--- config.mk ---
export PLATFORM = sky130hd
export DESIGN_NAME = mult_control
export DESIGN_NICKNAME = d
export VERILOG_FILES = /design/src/rtl/mult_control.sv
export SDC_FILE = /design/constraint.sdc
export NUM_CORES = 1
export LEC_CHECK = 0
export BUFFER_PORTS_ARGS = -buffer_cell sky130_fd_sc_hd__buf_2
export CAP_MARGIN = 10
export CORE_AREA = 5 5 42 44
export DETAILED_ROUTE_END_ITERATION = 8
export DIE_AREA = 0 0 47 49
export PLACE_DENSITY = 0.54
export SETUP_SLACK_MARGIN = 0.15
export SLEW_MARGIN = 0
export SYNTH_ARGS = -nofsm -noshare
export SYNTH_HDL_FRONTEND = slang
export SYNTH_SLANG_ARGS = --single-unit
--- constraint.sdc ---
create_clock -name Clk -period 3.1 [get_ports Clk]
set_input_delay 0.62 -clock Clk [delete_from_list [all_inputs] [get_ports Clk]]
set_output_delay 0.62 -clock Clk [all_outputs]
set_load 0.03 [all_outputs]
--- src/rtl/mult_control.sv ---
// Shift-add multiplier sequencer: Load, then per multiplier bit an optional Ad and a Sh, then a one-cycle Done.
// Latency 2*N_BITS+k+2 cycles from Start to Done (k = multiplier ones); Start is only sampled in IDLE, never queued.
module mult_control #(
  parameter int N_BITS = 16,
  parameter int CNT_W  = $clog2(N_BITS)
) (
  input  logic Clk,
  input  logic Rst,
  input  logic Start,
  input  logic M,
  output logic Load,
  output logic Ad,
  output logic Sh,
  output logic Busy,
  output logic Done
);

  typedef enum logic [2:0] {
    IDLE  = 3'd0,
    LOAD  = 3'd1,
    TEST  = 3'd2,
    ADD   = 3'd3,
    SHIFT = 3'd4,
    DONE  = 3'd5
  } state_t;

  localparam logic [CNT_W-1:0] CNT_LAST = CNT_W'(N_BITS - 1);

  state_t           state;
  state_t           next_state;
  logic [CNT_W-1:0] cnt;

  always_ff @(posedge Clk or negedge Rst) begin
    if (!Rst) begin
      state <= IDLE;
    end else begin
      state <= next_state;
    end
  end

  // Counts completed shifts; the exit is taken at the last value so it never wraps.
  always_ff @(posedge Clk or negedge Rst) begin
    if (!Rst) begin
      cnt <= '0;
    end else if (state == LOAD) begin
      cnt <= '0;
    end else if (state == SHIFT && cnt != CNT_LAST) begin
      cnt <= cnt + CNT_W'(1);
    end
  end

  always_comb begin
    next_state = state;
    case (state)
      IDLE:    if (Start) next_state = LOAD;
      LOAD:    next_state = TEST;
      TEST:    next_state = M ? ADD : SHIFT;
      ADD:     next_state = SHIFT;
      SHIFT:   next_state = (cnt == CNT_LAST) ? DONE : TEST;
      DONE:    next_state = IDLE;
      default: next_state = IDLE;
    endcase
  end

  // Moore decode keeps the strobes mutually exclusive and glitch-free of M.
  always_comb begin
    Load = 1'b0;
    Ad   = 1'b0;
    Sh   = 1'b0;
    Busy = 1'b0;
    Done = 1'b0;
    case (state)
      LOAD:  begin Load = 1'b1; Busy = 1'b1; end
      TEST:  Busy = 1'b1;
      ADD:   begin Ad = 1'b1; Busy = 1'b1; end
      SHIFT: begin Sh = 1'b1; Busy = 1'b1; end
      DONE:  Done = 1'b1;
      default: ;
    endcase
  end

endmodule

==> metrics, run 1 <==
FF+latch area=175.2 µm²; pwr dens=952.0 nW/µm²; DRC=0; Worst-Skew Late Latency=0.25 ns; post-synthesis cell count=42; Port Buffer Count=8; top layer in use=met4; # resized after CTS=0; synthesized area per cell=9.116 µm²; Synth area leader=dfrtp_1; Critical Path Max Stage Delay=0.52 ns; Worst Clk Skew=0.0006601 ns; Num Clock Sinks=7; CTS Buf Count=3; synth unique cells=23; yosys warns=0; vias per cell=5.086; Total GRT Usage=0.08434; WL met2=331 µm; switching share of power=0.4517; Layout area overhead=23.20%; CTS tree=done; number of nets in the layout=60; Clock Pin Slew Worst Setup and Hold Paths=0.05 ns; Starting Density=0.2732; via count=356; CP endpoint kind=output port; post-synthesis register bit count=7; H-tree depth=1; leakage=0.2278 nW; top post-synthesis cells by area=dfrtp_1 46%, a21oi_1 5.2%, nand3_1 3.9%; worst slack, placed=1.195 ns; vias in the first global route=319; WP data arrival=1.57 ns; Final Slew Violations=0; Cell Chain, Critical Path=or3b_1, inv_1, buf_2; WL met3=74 µm; P_sw=0.2029 mW; setup violators final=0; final period utilization=0.7051; P_int=0.2462 mW; HP Class=in -> async; CTS Root Cell=clkbuf_4; Core Util, Final=0.3366; kind of critical path=reg -> out; Peak VDD IR=0.2980 mV; initial antenna violation count=0; fin crit period=2.186 ns; Async SR Flop Fraction=1.000; register area share after synthesis=0.4575; # IOs=9; top-count cell post-synth=dfrtp_1; Final Hold Viols=0; sequential power share=0.352; critical-path maximum fanout=8; placeable core region=1401 µm²; RSZ-0062 raised after global routing=false; post-synthesis cell area=382.9 µm²; worst path required time=2.48 ns; HPWL after detailed placement=591.5 µm; routed length on met1=391 µm; total gr overflow=0; Post-synth EDFFs=0; Multi-input gate area=187.7 µm²; status=finished clean; CTS Buffer Depth=2; pin count of the biggest net entering global routing=9; Design Power=0.4491 mW; clock share of power=0.188; Post-synth top cells=7 x dfrtp_1, 4 x a21oi_1, 4 x inv_1; max-cap violations=0; Post-Route WL=820 µm; Comb pwr share=0.460; Die Area=2303 µm²; crit-path leading delay family=simple AND/OR/NAND/NOR gates; Fmax=0.4575 GHz; Setup Fix Bufs, Post-CTS=0; initial DRC count=5; PnR worst setup slack=0.9143 ns; Mapped Nets=47; Top FF cell, synth=dfrtp_1; first-pass GRT wire length=1359 µm; setup TNS=0 ns; slowest stage cell, crit path=or3b_1; relative slew slack=0.8394; Post-DRT Antenna Nets=0; gpl congestion=0.6980; std cell rows=14; worst-margin pin slew=0.2387 ns; post-DR wirelength/cell=11.71 µm; hold_buf cts=0; Worst Path Buf+Inv=2; fillers=157; Critical Path Source Type=register; Die Wd=47 µm; 1st-pass router iterations=4; share of the synthesized area in the top cell type=0.4575; antenna diode count=0; Die H=49 µm; layout cells sized above 1=0.2407
## sequential cells by signal (all words and copies together) (netlist names)
register  flops
state         3
cnt           4
## cell usage in the layout (no fill, tap or decap), drive strengths merged
master  synthesis  layout
buf             0       9
dfrtp           7       7
inv             4       4
a21oi           4       4
clkbuf          1       4
nand3           3       3
o21ai           3       3
and3            3       3
nor3            2       2
nand2           2       2
nor3b           1       1
or3b            1       1
nor2            1       1
xnor2           1       1
o21a            1       1
nor4            1       1
a221oi          1       1
and4            1       1
nor2b           1       1
o32ai           1       1
or3             1       1
a31oi           1       1
ha              1       1
## layer usage
metal	vias to the layer above	GRT usage
met5	-	0
met4	0	0.05530
met3	3	0.03321
met2	12	0.1063
met1	161	0.1143
li1	180	-
## through the flow
| step | area [µm²] | std cells | hold slack (ns) |
|---|---|---|---|
| 4_1_cts | 471.7 | 70 | 0.1947 |
| 3_5_place_dp | 445.4 | 66 | 0.4645 |
| 6_report | 471.7 | 70 | 0.1910 |
| 2_1_floorplan | 382.9 | 42 | 0.3244 |
| 5_1_grt | 471.7 | 70 | 0.1946 |
| 3_3_place_gp | 445.4 | 66 | 0.4657 |
## cells by family (layout without fill, tap and decap cells)
kind of cell / count (synthesis) / after routing / synth area share
AO/OA/AOI/OAI: 11 / 11 / 0.1732
XOR/XNOR: 1 / 1 / 0.02288
adder cells (fa/ha/maj): 1 / 1 / 0.03267
buffers and inverters: 5 / 17 / 0.05226
flip-flops: 7 / 7 / 0.4575
AND/OR/NAND/NOR: 17 / 17 / 0.2615
## layout make-up
type	instances	area share
clock buffers	4	0.05570
repair buffers	9	0.1008
well taps	16	0.04244
multi-input cells	30	0.3979
flip-flops and latches	7	0.3714
inverters	4	0.03183
## power by group through the flow
stage	clock, mW	combinational, mW	sequential [mW]
2_1_floorplan	0	0.156	0.150
5_1_grt	0.0926	0.230	0.165
6_report	0.0844	0.206	0.158
3_3_place_gp	0	0.210	0.158
4_1_cts	0.0874	0.210	0.157
3_5_place_dp	0	0.209	0.159
## worst paths after layout
path / from / cells past startpoint / slack [ns] / endpoint
worst max-delay path: state[1] / 3 / 0.91 / Sh
worst min-delay path: Rst / 1 / 0.19 / cnt[1]
worst max register to register: state[1] / 3 / 1.57 / cnt[0]
worst min register to register: state[0] / 1 / 0.56 / state[0]
max in group asynchronous: Rst / 1 / 2.75 / state[0]
min in group Clk: state[0] / 1 / 0.56 / state[0]
(Power assumes the default switching activity.)
==> run 2, diff against run 1 <==
- clock period: 3.1 -> 2.1 ns (I/O delays scaled with it)
==> run 2 against run 1 <==
Flip-flop and latch count unchanged. Non-clock buffer count up 1. Count of clock-buffer cells in the layout unchanged. Worst setup slack worse by 0.69 ns. First-iteration DRC count down 60%. Die area unchanged. Routed wire length down 5.9%. Critical path depth unchanged. Highest routed layer is now met3.
==> metrics, run 2 (synthesis gave the netlist of run 1 again) <==
P_int=0.3755 mW; reg-to-reg slack, setup=0.65 ns; vias per cell=4.775; number of flip-flops in the largest register=4; initial antenna violation count=0; fillers=155; HP Class=in -> reg; Critical Path Max Stage Delay=0.45 ns; initial DRC count=2; layout cells sized above 1=0.2909; Total GRT Usage=0.07148; Die Area=2303 µm²; vias in the first global route=309; worst slack, placed=0.4068 ns; 1st-pass router iterations=2; first-pass GRT wire length=1179 µm; final std cells w/o fill=71; Starting Density=0.2732; setup violators final=0; clock share of power=0.178; kind of critical path=reg -> out; leakage=0.2306 nW; pin count of the biggest net entering global routing=9; Setup Fix Bufs, Post-CTS=0; Worst-Skew Late Latency=0.24 ns; worst-margin pin slew=0.3005 ns; sequential power share=0.354; Post-DRT Antenna Nets=0; via count=339; reg2reg path depth=3; Num Clock Sinks=7; Comb pwr share=0.468; Biggest register=cnt; placeable core region=1401 µm²; CTS Buf Count=3; most common cell after layout, fill and taps aside=buf_2; DRC=0; FF+latch area=177.7 µm²; slowest stage cell, crit path=or3b_4; Top Registers=cnt x4, state x3; Peak VDD IR=0.6358 mV; Post-Route WL=772 µm; relative slew slack=0.7992; status=finished clean; RSZ-0062 raised after global routing=false; worst hold stages=3; number of nets in the layout=61; CP endpoint kind=output port; Clock Pin Slew Worst Setup and Hold Paths=0.05 ns; Final Hold Viols=0; P_sw=0.2946 mW; post-DR wirelength/cell=10.87 µm; fin crit period=1.877 ns; setup TNS=0 ns; PnR worst setup slack=0.2227 ns; gpl congestion=0.7823; Fmax=0.5327 GHz; Multi-input gate area=190.2 µm²; final hold slack=0.4522 ns; Final Slew Violations=0; HPWL after detailed placement=570.5 µm; Die H=49 µm; Worst Clk Skew=0.0008593 ns; final period utilization=0.8939; std cell rows=14; commonest cells after routing, fill and taps aside=7 x buf_2, 5 x dfrtp_1, 4 x inv_1, 4 x a21oi_1, 4 x clkbuf_4; Layout area overhead=27.78%; max-cap violations=0; antenna diode count=0; Critical Path Source Type=register; Die Wd=47 µm; H-tree depth=1; CTS tree=done; # IOs=9; critical-path maximum fanout=8; pwr dens=1370 nW/µm²; Port Buffer Count=8; CTS Root Cell=clkbuf_4; total gr overflow=0; CTS Buffer Depth=2; Cell Chain, Critical Path=or3b_4, inv_1, clkbuf_4; placed cell count=66; WP data arrival=1.46 ns; worst path required time=1.68 ns; Design Power=0.6701 mW; switching share of power=0.4396
run 2: changes by cell type in the layout (fill, tap and decap cells not counted):
cell and change:
clkbuf_4 +1, dlygate4sd3_1 +1, or3b_1 -1, dfrtp_1 -2
or3b_4 +1, buf_2 -1, dfrtp_2 +2
run 2: worst paths after layout:
| check | end | start |
|---|---|---|
| max in group asynchronous | state[2] | Rst |
| hold / removal | state[0] | M |
| setup / recovery | Sh | state[1] |
| hold reg to reg | state[0] | state[0] |
| setup reg to reg | cnt[0] | state[1] |
| min in group asynchronous | cnt[2] | Rst |
run 2: layout make-up:
class,instances,share of cell area
Tap cell,16,0.04092
Inverter,4,0.03069
Timing Repair Buffer,10,0.1228
Clock buffer,4,0.05371
Multi-Input combinational cell,30,0.3887
Sequential cell,7,0.3632
run 2: routing by layer:
layer | wire length, µm | GRT usage
met2 | 321 | 0.09955
met5 | 0 | 0
met4 | 0 | 0.05530
met1 | 388 | 0.08705
met3 | 62 | 0.02214
run 2: through the flow:
step,utilization,instance area [µm²]
after floorplan,-,382.9
after global placement,0.3179,445.4
after detailed placement,0.3179,445.4
after CTS,0.3455,484.2
after global routing,0.3491,489.2
final,0.3491,489.2
run 2: power by group through the flow:
stage | Combinational, mW | Clock, mW | Sequential (mW)
2_1_floorplan | 0.230 | 0 | 0.222
3_3_place_gp | 0.309 | 0 | 0.235
3_5_place_dp | 0.304 | 0 | 0.235
4_1_cts | 0.313 | 0.125 | 0.234
5_1_grt | 0.344 | 0.134 | 0.245
6_report | 0.314 | 0.119 | 0.237
run 2: timing repair:
action / 4_1_cts / 5_1_grt
resized for setup: 1 / 3
hold buffers: 1 / 0
hold endpoints to repair: 5 / 0
endpoints found under the setup margin: 1 / 1
run 2: worst max-delay path, delay by kind of cell, from the launching register on:
family	cells	cell delay, ns
simple gates	1	0.45
flops	1	0.44
buf+inv	2	0.32
